--- src/rtl/i2c_pkg.sv ---
// Shared types for the I2C target receiver: FSM state encoding and address width.
package i2c_pkg;

   localparam int I2C_ADDR_W = 7;

   typedef enum logic [2:0] {
      IDLE,
      ADDR,
      ADDR_ACK,
      DATA,
      DATA_ACK,
      IGNORE
   } state_t;

endpackage

--- src/rtl/i2c_line_sync.sv ---
// Synchronizes raw SCL/SDA into clk_div, adds one delay flop, and decodes
// bus events (SCL edges, START, STOP) from the synchronized pair.
module i2c_line_sync #(
   parameter int SYNC_STAGES = 2
) (
   input  logic clk_div,
   input  logic reset,
   input  logic scl_in,
   input  logic sda_in,
   output logic scl_s,
   output logic sda_s,
   output logic scl_rise,
   output logic scl_fall,
   output logic start_det,
   output logic stop_det_raw
);

   logic [SYNC_STAGES-1:0] scl_sync;
   logic [SYNC_STAGES-1:0] sda_sync;
   logic                   scl_d;
   logic                   sda_d;

   // Flops reset to 1 (idle bus) so releasing reset never fakes an edge.
   always_ff @(posedge clk_div or posedge reset) begin
      if (reset) begin
         scl_sync <= '1;
         sda_sync <= '1;
         scl_d    <= 1'b1;
         sda_d    <= 1'b1;
      end else begin
         scl_sync <= {scl_sync[SYNC_STAGES-2:0], scl_in};
         sda_sync <= {sda_sync[SYNC_STAGES-2:0], sda_in};
         scl_d    <= scl_sync[SYNC_STAGES-1];
         sda_d    <= sda_sync[SYNC_STAGES-1];
      end
   end

   assign scl_s        = scl_sync[SYNC_STAGES-1];
   assign sda_s        = sda_sync[SYNC_STAGES-1];
   assign scl_rise     = scl_s & ~scl_d;
   assign scl_fall     = ~scl_s & scl_d;
   // SDA may only move while SCL is stably high for START/STOP.
   assign start_det    = scl_s & scl_d & sda_d & ~sda_s;
   assign stop_det_raw = scl_s & scl_d & ~sda_d & sda_s;

endmodule

--- src/rtl/i2c_target_rx.sv ---
// Write-only I2C target: matches a 7-bit address, ACKs address and data bytes
// via an open-drain enable, and strobes each received byte to the fabric.
module i2c_target_rx
   import i2c_pkg::*;
#(
   parameter logic [I2C_ADDR_W-1:0] SLAVE_ADDR  = 7'h2B,
   parameter int                    SYNC_STAGES = 2
) (
   input  logic       clk_div,
   input  logic       reset,
   input  logic       scl_in,
   input  logic       sda_in,
   output logic       sda_oe,
   output logic [7:0] rx_data,
   output logic       rx_valid,
   output logic       addr_match,
   output logic       busy,
   output logic       stop_det
);

   logic       scl_s;
   logic       sda_s;
   logic       scl_rise;
   logic       scl_fall;
   logic       start_det;
   logic       stop_det_raw;
   logic       drive_edge;
   state_t     state;
   logic [2:0] bit_cnt;
   logic       byte_done;
   logic       ack_phase;
   logic [7:0] shift_reg;

   i2c_line_sync #(.SYNC_STAGES(SYNC_STAGES)) u_line_sync (
      .clk_div      (clk_div),
      .reset        (reset),
      .scl_in       (scl_in),
      .sda_in       (sda_in),
      .scl_s        (scl_s),
      .sda_s        (sda_s),
      .scl_rise     (scl_rise),
      .scl_fall     (scl_fall),
      .start_det    (start_det),
      .stop_det_raw (stop_det_raw)
   );

   // sda_oe only ever changes while SCL is low.
   assign drive_edge = scl_fall & ~scl_s;

   // START/STOP override everything; otherwise each state reacts to SCL edges.
   always_ff @(posedge clk_div or posedge reset) begin
      if (reset) begin
         state      <= IDLE;
         sda_oe     <= 1'b0;
         rx_data    <= 8'h00;
         rx_valid   <= 1'b0;
         addr_match <= 1'b0;
         busy       <= 1'b0;
         stop_det   <= 1'b0;
         bit_cnt    <= 3'd0;
         byte_done  <= 1'b0;
         ack_phase  <= 1'b0;
         shift_reg  <= 8'h00;
      end else begin
         rx_valid <= 1'b0;
         stop_det <= 1'b0;
         if (start_det) begin
            busy       <= 1'b1;
            addr_match <= 1'b0;
            sda_oe     <= 1'b0;
            bit_cnt    <= 3'd0;
            byte_done  <= 1'b0;
            ack_phase  <= 1'b0;
            state      <= ADDR;
         end else if (stop_det_raw) begin
            stop_det   <= 1'b1;
            busy       <= 1'b0;
            addr_match <= 1'b0;
            sda_oe     <= 1'b0;
            bit_cnt    <= 3'd0;
            byte_done  <= 1'b0;
            ack_phase  <= 1'b0;
            state      <= IDLE;
         end else begin
            case (state)
               ADDR: begin
                  if (scl_rise) begin
                     shift_reg <= {shift_reg[6:0], sda_s};
                     if (bit_cnt == 3'd7) begin
                        bit_cnt <= 3'd0;
                        state   <= ADDR_ACK;
                     end else begin
                        bit_cnt <= bit_cnt + 3'd1;
                     end
                  end
               end
               ADDR_ACK: begin
                  if (drive_edge) begin
                     if (!ack_phase) begin
                        if (shift_reg[7:1] == SLAVE_ADDR && !shift_reg[0]) begin
                           sda_oe     <= 1'b1;
                           addr_match <= 1'b1;
                           ack_phase  <= 1'b1;
                        end else begin
                           sda_oe <= 1'b0;
                           state  <= IGNORE;
                        end
                     end else begin
                        sda_oe    <= 1'b0;
                        ack_phase <= 1'b0;
                        state     <= DATA;
                     end
                  end
               end
               DATA: begin
                  if (byte_done) begin
                     rx_data   <= shift_reg;
                     rx_valid  <= 1'b1;
                     byte_done <= 1'b0;
                     state     <= DATA_ACK;
                  end else if (scl_rise) begin
                     shift_reg <= {shift_reg[6:0], sda_s};
                     if (bit_cnt == 3'd7) begin
                        bit_cnt   <= 3'd0;
                        byte_done <= 1'b1;
                     end else begin
                        bit_cnt <= bit_cnt + 3'd1;
                     end
                  end
               end
               DATA_ACK: begin
                  if (drive_edge) begin
                     if (!ack_phase) begin
                        sda_oe    <= 1'b1;
                        ack_phase <= 1'b1;
                     end else begin
                        sda_oe    <= 1'b0;
                        ack_phase <= 1'b0;
                        state     <= DATA;
                     end
                  end
               end
               default: begin
               end
            endcase
         end
      end
   end

endmodule
--- config.mk ---
export PLATFORM = sky130hd
export DESIGN_NAME = i2c_target_rx
export DESIGN_NICKNAME = d
export VERILOG_FILES = /design/src/rtl/i2c_pkg.sv /design/src/rtl/i2c_line_sync.sv /design/src/rtl/i2c_target_rx.sv
export SDC_FILE = /design/constraint.sdc
export NUM_CORES = 1
export LEC_CHECK = 0
export ABC_CLOCK_PERIOD_IN_PS = 2100
export CAP_MARGIN = 20
export CORE_MARGIN = 2
export CORE_UTILIZATION = 46
export CTS_CLUSTER_DIAMETER = 50
export DETAILED_ROUTE_END_ITERATION = 12
export PLACE_DENSITY = 0.63
export SYNTH_ARGS = -nofsm -noshare
export SYNTH_HDL_FRONTEND = slang
export SYNTH_SLANG_ARGS = --single-unit
--- constraint.sdc ---
create_clock -name clk_div -period 2.1 [get_ports clk_div]
set_input_delay 0.42 -clock clk_div [delete_from_list [all_inputs] [get_ports clk_div]]
set_output_delay 0.42 -clock clk_div [all_outputs]
set_load 0.02 [all_outputs]
==> summary.md, run 1 <==
| Metric | Value |
|---|---|
| Overall die area | between 3000 and 4000 um^2 |
| Die width | ~62 um |
| Cell with the most instances after synthesis | nand2_1 |
| VDD IR max | 431 uV |
| Fmax | about 520 MHz |
| Largest net degree at the start of global routing | 35 |
| Count of cell types in the netlist | 42 |
| Initial antenna violation count | 0 |
| # diodes | 0 |
| Reg2reg path depth | 5 |
| CTS clk-pin slew, worst paths | 100 ps |
| P_int | 0.000991 W |
| Psw | 0.000410 W |
| Remaining Overflow, GRT | 0 |
| Slew headroom | 0.717 |
| Mapped Avg Cell Area | 11.2 um^2 |
| Share of post-route cells with drive strength above 1 | 0.200 |
| Worst Path Buf+Inv | 1 |
| Cts hold-fix bufs | 0 |
| Reg power frac | 0.592 |
| Root Buffer | clkbuf_4 |
| Final core utilization | 0.549 |
| Clock skew | 7.89 ps |
| Initial cell density of the core | 0.472 |
| Crit start category | register |
| Post-synth ARST share | 1.00 |
| Post-synthesis xor/xnor area fraction | 0.0112 |
| Synth Cell Area | ~1600 um^2 |
| Sequential area share after synthesis | 0.550 |
| Syn Inst Count | 140 |
| Final setup fails | 0 |
| TNS Setup | 0 ps |
| Post-synthesis simple-gate area fraction | 0.194 |
| H-Tree Level Count | 2 |
| Post-Route WL | 2830 um |
| DRC violations left | 0 |
| Post-CTS setup buffer count | 0 |
| Power density cells | approximately 770 nW/um^2 |
| Layout area overhead | 16.3% |
| Cell Chain, Critical Path | clkdlybuf4s50_1 |
| Total global routing track utilization | 0.172 |
| Vias per std cell | ~5 |
| Leading area contributor after synthesis | dfrtp_1 |
| R2r startpoint | state[1] |
| Cell family with most CP delay | buffers and inverters |
| Number of synthesized flops with an enable pin | 0 |
| CP Depth | 1 |
| CP Capture Type | primary output |
| CP Data Required Time | around 1700 ps |
| Worst Setup SP | ack_phase |
| Synthesized Nets | 146 |
| Vias in the first global route | 1,075 |
| Min Clock Period, post-route | roughly 1900 ps |
| Synth Area in Compound Gates | 0.117 |
| Tcrit/Tclk final | 0.909 |
| Lkg Pwr | approximately 0.83 nW |
| DR iter-0 viols | 27 |
| Critical Path Max Stage Delay | ~650 ps |
| Reg2reg end | rx_data[2] |
| End point of the critical path | sda_oe |
| Hold Path Class | register to register |
| Status | finished, final reports clean |
| Fin nets | 165 |
| Clk buf depth | 2 |
| Comb pwr share | 0.134 |
| RSZ-0062 raised after global routing | no |
| Ys flop type | dfrtp_1 |
| Adder-cell share of the synthesized area | 0.0160 |
| Row count | 21 |
| Routed via count | ~1,100 |
| Drt first pass iters | 5 |
| Setup CP Type | register to primary output |
| Inserted Clock Buffers | 5 |
| Final HPWL DP | around 1900 um |
| I/O pins | 17 |
| Clock network power share | 0.274 |
| First-pass GRT wire length | slightly above 5000 um |
| Slew Viols, Final | 0 |
| Post-DRT Antenna Nets | 0 |
| Global placement routability congestion | around 0.72 |
| Worst endpoint data arrival time | approximately 1500 ps |
| Slew at the pin closest to its max-slew limit | 424 ps |
| Switch share | 0.293 |
| Mux contribution to synthesized area | 0.0737 |
| Crit Path Max Fanout | 7 |
| Synth warn | 0 |
| Clk_lat worst skew | 350 ps |
| PortBufs | 16 |
| Top cells by area, synth | dfrtp_1 (45%), dfstp_2 (10%), nand2_1 (7.2%), mux2_2 (5.0%), nor2_1 (1.7%) |
| CTS tree | built |
| Max_cap viols | 0 |
| # resized after CTS | 0 |
| Routed wire per std cell | between 10 and 15 um |
| Largest family of logic cells by synthesized area | simple AND/OR/NAND/NOR gates |
| Sink Count | 34 |
| Die H | between 60 and 70 um |
| Fin. Hold Viols | 0 |
| Post-synth top cells | nand2_1 (30), dfrtp_1 (28), mux2_2 (7), nor2_1 (7), dfstp_2 (6) |
| R2r setup slk | roughly 270 ps |
| Worst path slowest cell | clkdlybuf4s50_1 |
| Synthesized flop and latch total | 34 |
| Core area | 3310 um^2 |
| Share of Yosys cell area claimed by the top area cell type | 0.449 |
-- through the flow --
| stage | setup WS (ps) | std cells | total power, W | cell area (um^2) | hold slack (ps) |
|---|---|---|---|---|---|
| 2_1_floorplan | 446 | 140 | 0.000963 | 1560 | 345 |
| 3_3_place_gp | 354 | 198 | 0.00102 | 1760 | 346 |
| 3_5_place_dp | 313 | 198 | 0.00103 | 1760 | 347 |
| 4_1_cts | 169 | 206 | 0.00142 | 1820 | 362 |
| 5_1_grt | 16.9 | 206 | 0.00150 | 1820 | 366 |
| 6_report | 191 | 206 | 0.00140 | 1820 | 360 |
-- cells in the final DEF (no fill, tap or decap), types with 2 or more instances in the layout --
cell type        Yosys  routed
a31oi_1              2       2
a22o_1               2       2
mux2_2               7       7
clkdlybuf4s50_1      0      16
nor3_1               2       2
nand3b_1             2       2
nor2b_1              2       2
inv_1                4       4
nand2b_1             4       4
ha_1                 2       2
a211oi_1             2       2
nor2_1               7       7
dfrtp_1             28      28
o31ai_1              2       2
a21oi_1              4       4
nand2_1             30      30
dfstp_2              6       6
xnor2_1              2       2
o21ai_0              4       4
clkbuf_4             0       5
buf_4                2       3
nor3b_1              2       2
-- metal layers --
metal / share of wire / GRT usage / vias up
met4: 0.020 / 0.0750 / 0
met3: 0.043 / 0.0507 / 7
li1: - / - / 521
met1: 0.47 / 0.223 / 504
met2: 0.47 / 0.269 / 26
met5: 0 / 0 / -
-- how the worst min path moves through the flow --
| stage | startpoint | to | cells past startpoint |
|---|---|---|---|
| after CTS | u_line_sync.scl_sync[0] | u_line_sync.scl_sync[1] | 0 |
| after global routing | u_line_sync.scl_sync[0] | u_line_sync.scl_sync[1] | 0 |
| after floorplan | u_line_sync.scl_sync[0] | u_line_sync.scl_sync[1] | 0 |
| final | u_line_sync.scl_sync[0] | u_line_sync.scl_sync[1] | 0 |
| after global placement | u_line_sync.scl_sync[0] | u_line_sync.scl_sync[1] | 0 |
| after detailed placement | u_line_sync.scl_sync[0] | u_line_sync.scl_sync[1] | 0 |
-- final cells by class --
| cell class | instances | area, um^2 |
|---|---|---|
| multi-input combinational | 95 | 643 |
| inverter | 4 | 15.0 |
| clock inverter | 1 | 5.00 |
| timing repair buffer | 19 | 183 |
| sequential | 34 | 858 |
| tap | 46 | 57.6 |
| fill | 308 | 1490 |
| clock buffer | 7 | 55.1 |
-- power by group through the flow --
| stage | Sequential, W | Clock, W | Combinational [W] |
|---|---|---|---|
| after floorplan | 0.000811 | 0 | 0.000152 |
| after global placement | 0.000836 | 0 | 0.000179 |
| after detailed placement | 0.000842 | 0 | 0.000191 |
| after CTS | 0.000830 | 0.000395 | 0.000192 |
| after global routing | 0.000845 | 0.000432 | 0.000220 |
| final | 0.000829 | 0.000384 | 0.000188 |
-- kinds of logic (layout without fill, tap and decap cells) --
kind of cell    Yosys count  after routing
mux                      10             10
flops                    34             34
fa+ha+maj                 2              2
simple gates             59             59
xor+xnor                  2              2
buf+inv                  11             31
compound gates           22             22
Note: power is estimated with default switching activity, not from simulation.
==> run 2: changes to the inputs <==
CORE_UTILIZATION = 55   (was 46)
PLACE_DENSITY = 0.74   (was 0.63)
==> run 2 against run 1 <==
Compared with the run above: clock power shrank 18%; cell count down 7.8%; sequential share of layout area increased by 0.90 points; worst setup slack better by 15 ps; die area fell by 15%; maximum frequency is 0.80% higher; clock-buffer cell count is the same.
==> summary.md, run 2 (synthesis gave the netlist of run 1 again) <==
| Metric | Value |
|---|---|
| Status | finished, final reports clean |
| Placed cell count | 183 (-7.6%) |
| Clk_lat worst skew | 320 ps (-30 ps) |
| I/O pins | 17 (unchanged) |
| Lkg Pwr | 0.817 nW (-1.2%) |
| Area of placed instances | 1740 um^2 (-1.1%) |
| CP Data Required Time | 1680 ps (about the same) |
| Cell Chain, Critical Path | clkdlybuf4s50_1 |
| Worst setup margin | 206 ps (+15.2 ps) |
| Power density cells | 748 nW/um^2 (-3.0%) |
| Most frequent cells in the layout | nand2_1 (30), dfrtp_1 (28), clkdlybuf4s50_1 (16), mux2_2 (7), nor2_1 (7) |
| TNS Setup | 0 ps (unchanged) |
| Clk buf depth | 2 (unchanged) |
| Clock skew | 9.24 ps (+1.36 ps) |
| Routed via count | 1,077 (+1.8%) |
| Worst Path Buf+Inv | 1 (unchanged) |
| Slew Viols, Final | 0 (unchanged) |
| Cts hold-fix bufs | 0 (unchanged) |
| Vias in the first global route | 1,032 (-4.0%) |
| Largest net degree at the start of global routing | 35 (unchanged) |
| Crit Path Max Fanout | 7 (unchanged) |
| DRC violations left | 0 (unchanged) |
| Post-CTS setup buffer count | 0 (unchanged) |
| Tcrit/Tclk final | 0.902 (-0.00723) |
| CTS clk-pin slew, worst paths | 90 ps (about the same) |
| Row count | 19 (-9.5%) |
| First-pass GRT wire length | 4820 um (-6.6%) |
| H-Tree Level Count | 2 (unchanged) |
| Global placement routability congestion | 0.786 (+9.7%) |
| Slew at the pin closest to its max-slew limit | 425 ps (+1.54 ps) |
| Pre-CTS setup slack | 325 ps (+12.9 ps) |
| Root Buffer | clkbuf_4 |
| Design Area, Final | 1780 um^2 (-1.9%) |
| Total global routing track utilization | 0.197 (+0.0252) |
| RSZ-0062 raised after global routing | no |
| Initial cell density of the core | 0.571 (+0.0995) |
| Remaining Overflow, GRT | 0 (unchanged) |
| Worst path slowest cell | clkdlybuf4s50_1 |
| Drt first pass iters | 4 (-1) |
| Final setup fails | 0 (unchanged) |
| Fmax | 528 MHz (+0.80%) |
| Core area | 2730 um^2 (-17%) |
| Slew headroom | 0.716 (-0.00103) |
| Die H | 57.3 um (-8.0%) |
| VDD IR max | 614 uV (+42%) |
| Hold Path Class | register to register |
| Fin. Hold Viols | 0 (unchanged) |
| Fin nets | 165 (unchanged) |
| Routed wire per std cell | 14.6 um (+6.1%) |
| CP Capture Type | primary output |
| Die width | 57.3 um (-8.0%) |
| Critical Path Max Stage Delay | 650 ps (about the same) |
| # diodes | 0 (unchanged) |
| DR iter-0 viols | 50 (+85%) |
| Layout area overhead | 14.2% |
| Min Clock Period, post-route | 1890 ps (-15.2 ps) |
| # resized after CTS | 0 (unchanged) |
| Inserted Clock Buffers | 5 (unchanged) |
| Max_cap viols | 0 (unchanged) |
| Vias per std cell | 5.67 (+10%) |
| Worst endpoint data arrival time | 1470 ps (-20 ps) |
| Crit start category | register |
| Post-Route WL | 2770 um (-2.1%) |
| Overall die area | 3280 um^2 (-15%) |
| Final HPWL DP | 1980 um (+3.8%) |
| Post-DRT Antenna Nets | 0 (unchanged) |
| Total power | 0.00133 W (-4.8%) |
| Share of post-route cells with drive strength above 1 | 0.189 (-0.0113) |
| Setup CP Type | register to primary output |
| Sink Count | 34 (unchanged) |
| CTS tree | built |
| Non-Filler Instances | 190 (-7.8%) |
| Initial antenna violation count | 0 (unchanged) |
| Cell family with most CP delay | buffers and inverters |
| Most common cell after layout, fill and taps aside | nand2_1 |
| PortBufs | 16 (unchanged) |
## run 2: cell count changes in the layout (fill, tap and decap cells not counted)
cell / before / now
clkbuf_1: 1 / 2
clkbuf_8: 1 / 0
clkinv_2: 1 / 0
## run 2: worst paths after layout
path | depth (start not counted) | from | slack (ps) | endpoint
min in group asynchronous | 3 | reset | 480 | state[0]
hold reg to reg | 0 | u_line_sync.sda_sync[0] | 360 | u_line_sync.sda_sync[1]
max in group asynchronous | 3 | reset | 1280 | u_line_sync.scl_sync[1]
setup reg to reg | 5 | state[1] | 290 | rx_data[4]
hold / removal | 0 | u_line_sync.sda_sync[0] | 360 | u_line_sync.sda_sync[1]
setup / recovery | 1 | ack_phase | 210 | sda_oe
## run 2: area by class of cell
| type | instances | area, um^2 |
|---|---|---|
| Sequential cell | 34 | 858 |
| Inverter | 4 | 15.0 |
| Tap cell | 31 | 38.8 |
| Clock buffer | 7 | 45.0 |
| Multi-Input combinational cell | 95 | 643 |
| Timing Repair Buffer | 19 | 183 |
| Fill cell | 230 | 951 |
## run 2: power breakdown
group	internal, W	switching, W	leakage (nW)
combinational	0.0000909	0.0000995	0.359
clock	0.000126	0.000189	0.0254
sequential	0.000738	0.0000902	0.432
total	0.000955	0.000379	0.817
## run 2: through the flow
step	utilization	hold WS [ps]
6_report	0.652	359
5_1_grt	0.652	370
4_1_cts	0.652	362
3_5_place_dp	0.636	349
3_3_place_gp	0.636	346
2_1_floorplan	-	345
## run 2: worst reg2reg max path, stage by stage, from the launching register on
cell and delay [ps]:
dfrtp_1 550, nor2b_1 250, nand2_1 130, nor3b_1 200, buf_4 210, mux2_2 350
## run 2: per-layer routing
layer | vias to the layer above | part of all wire | track usage
met5 | - | 0 | 0
met4 | 0 | 0.025 | 0.103
met3 | 8 | 0.040 | 0.0567
met2 | 22 | 0.48 | 0.304
met1 | 527 | 0.45 | 0.255
li1 | 520 | - | -
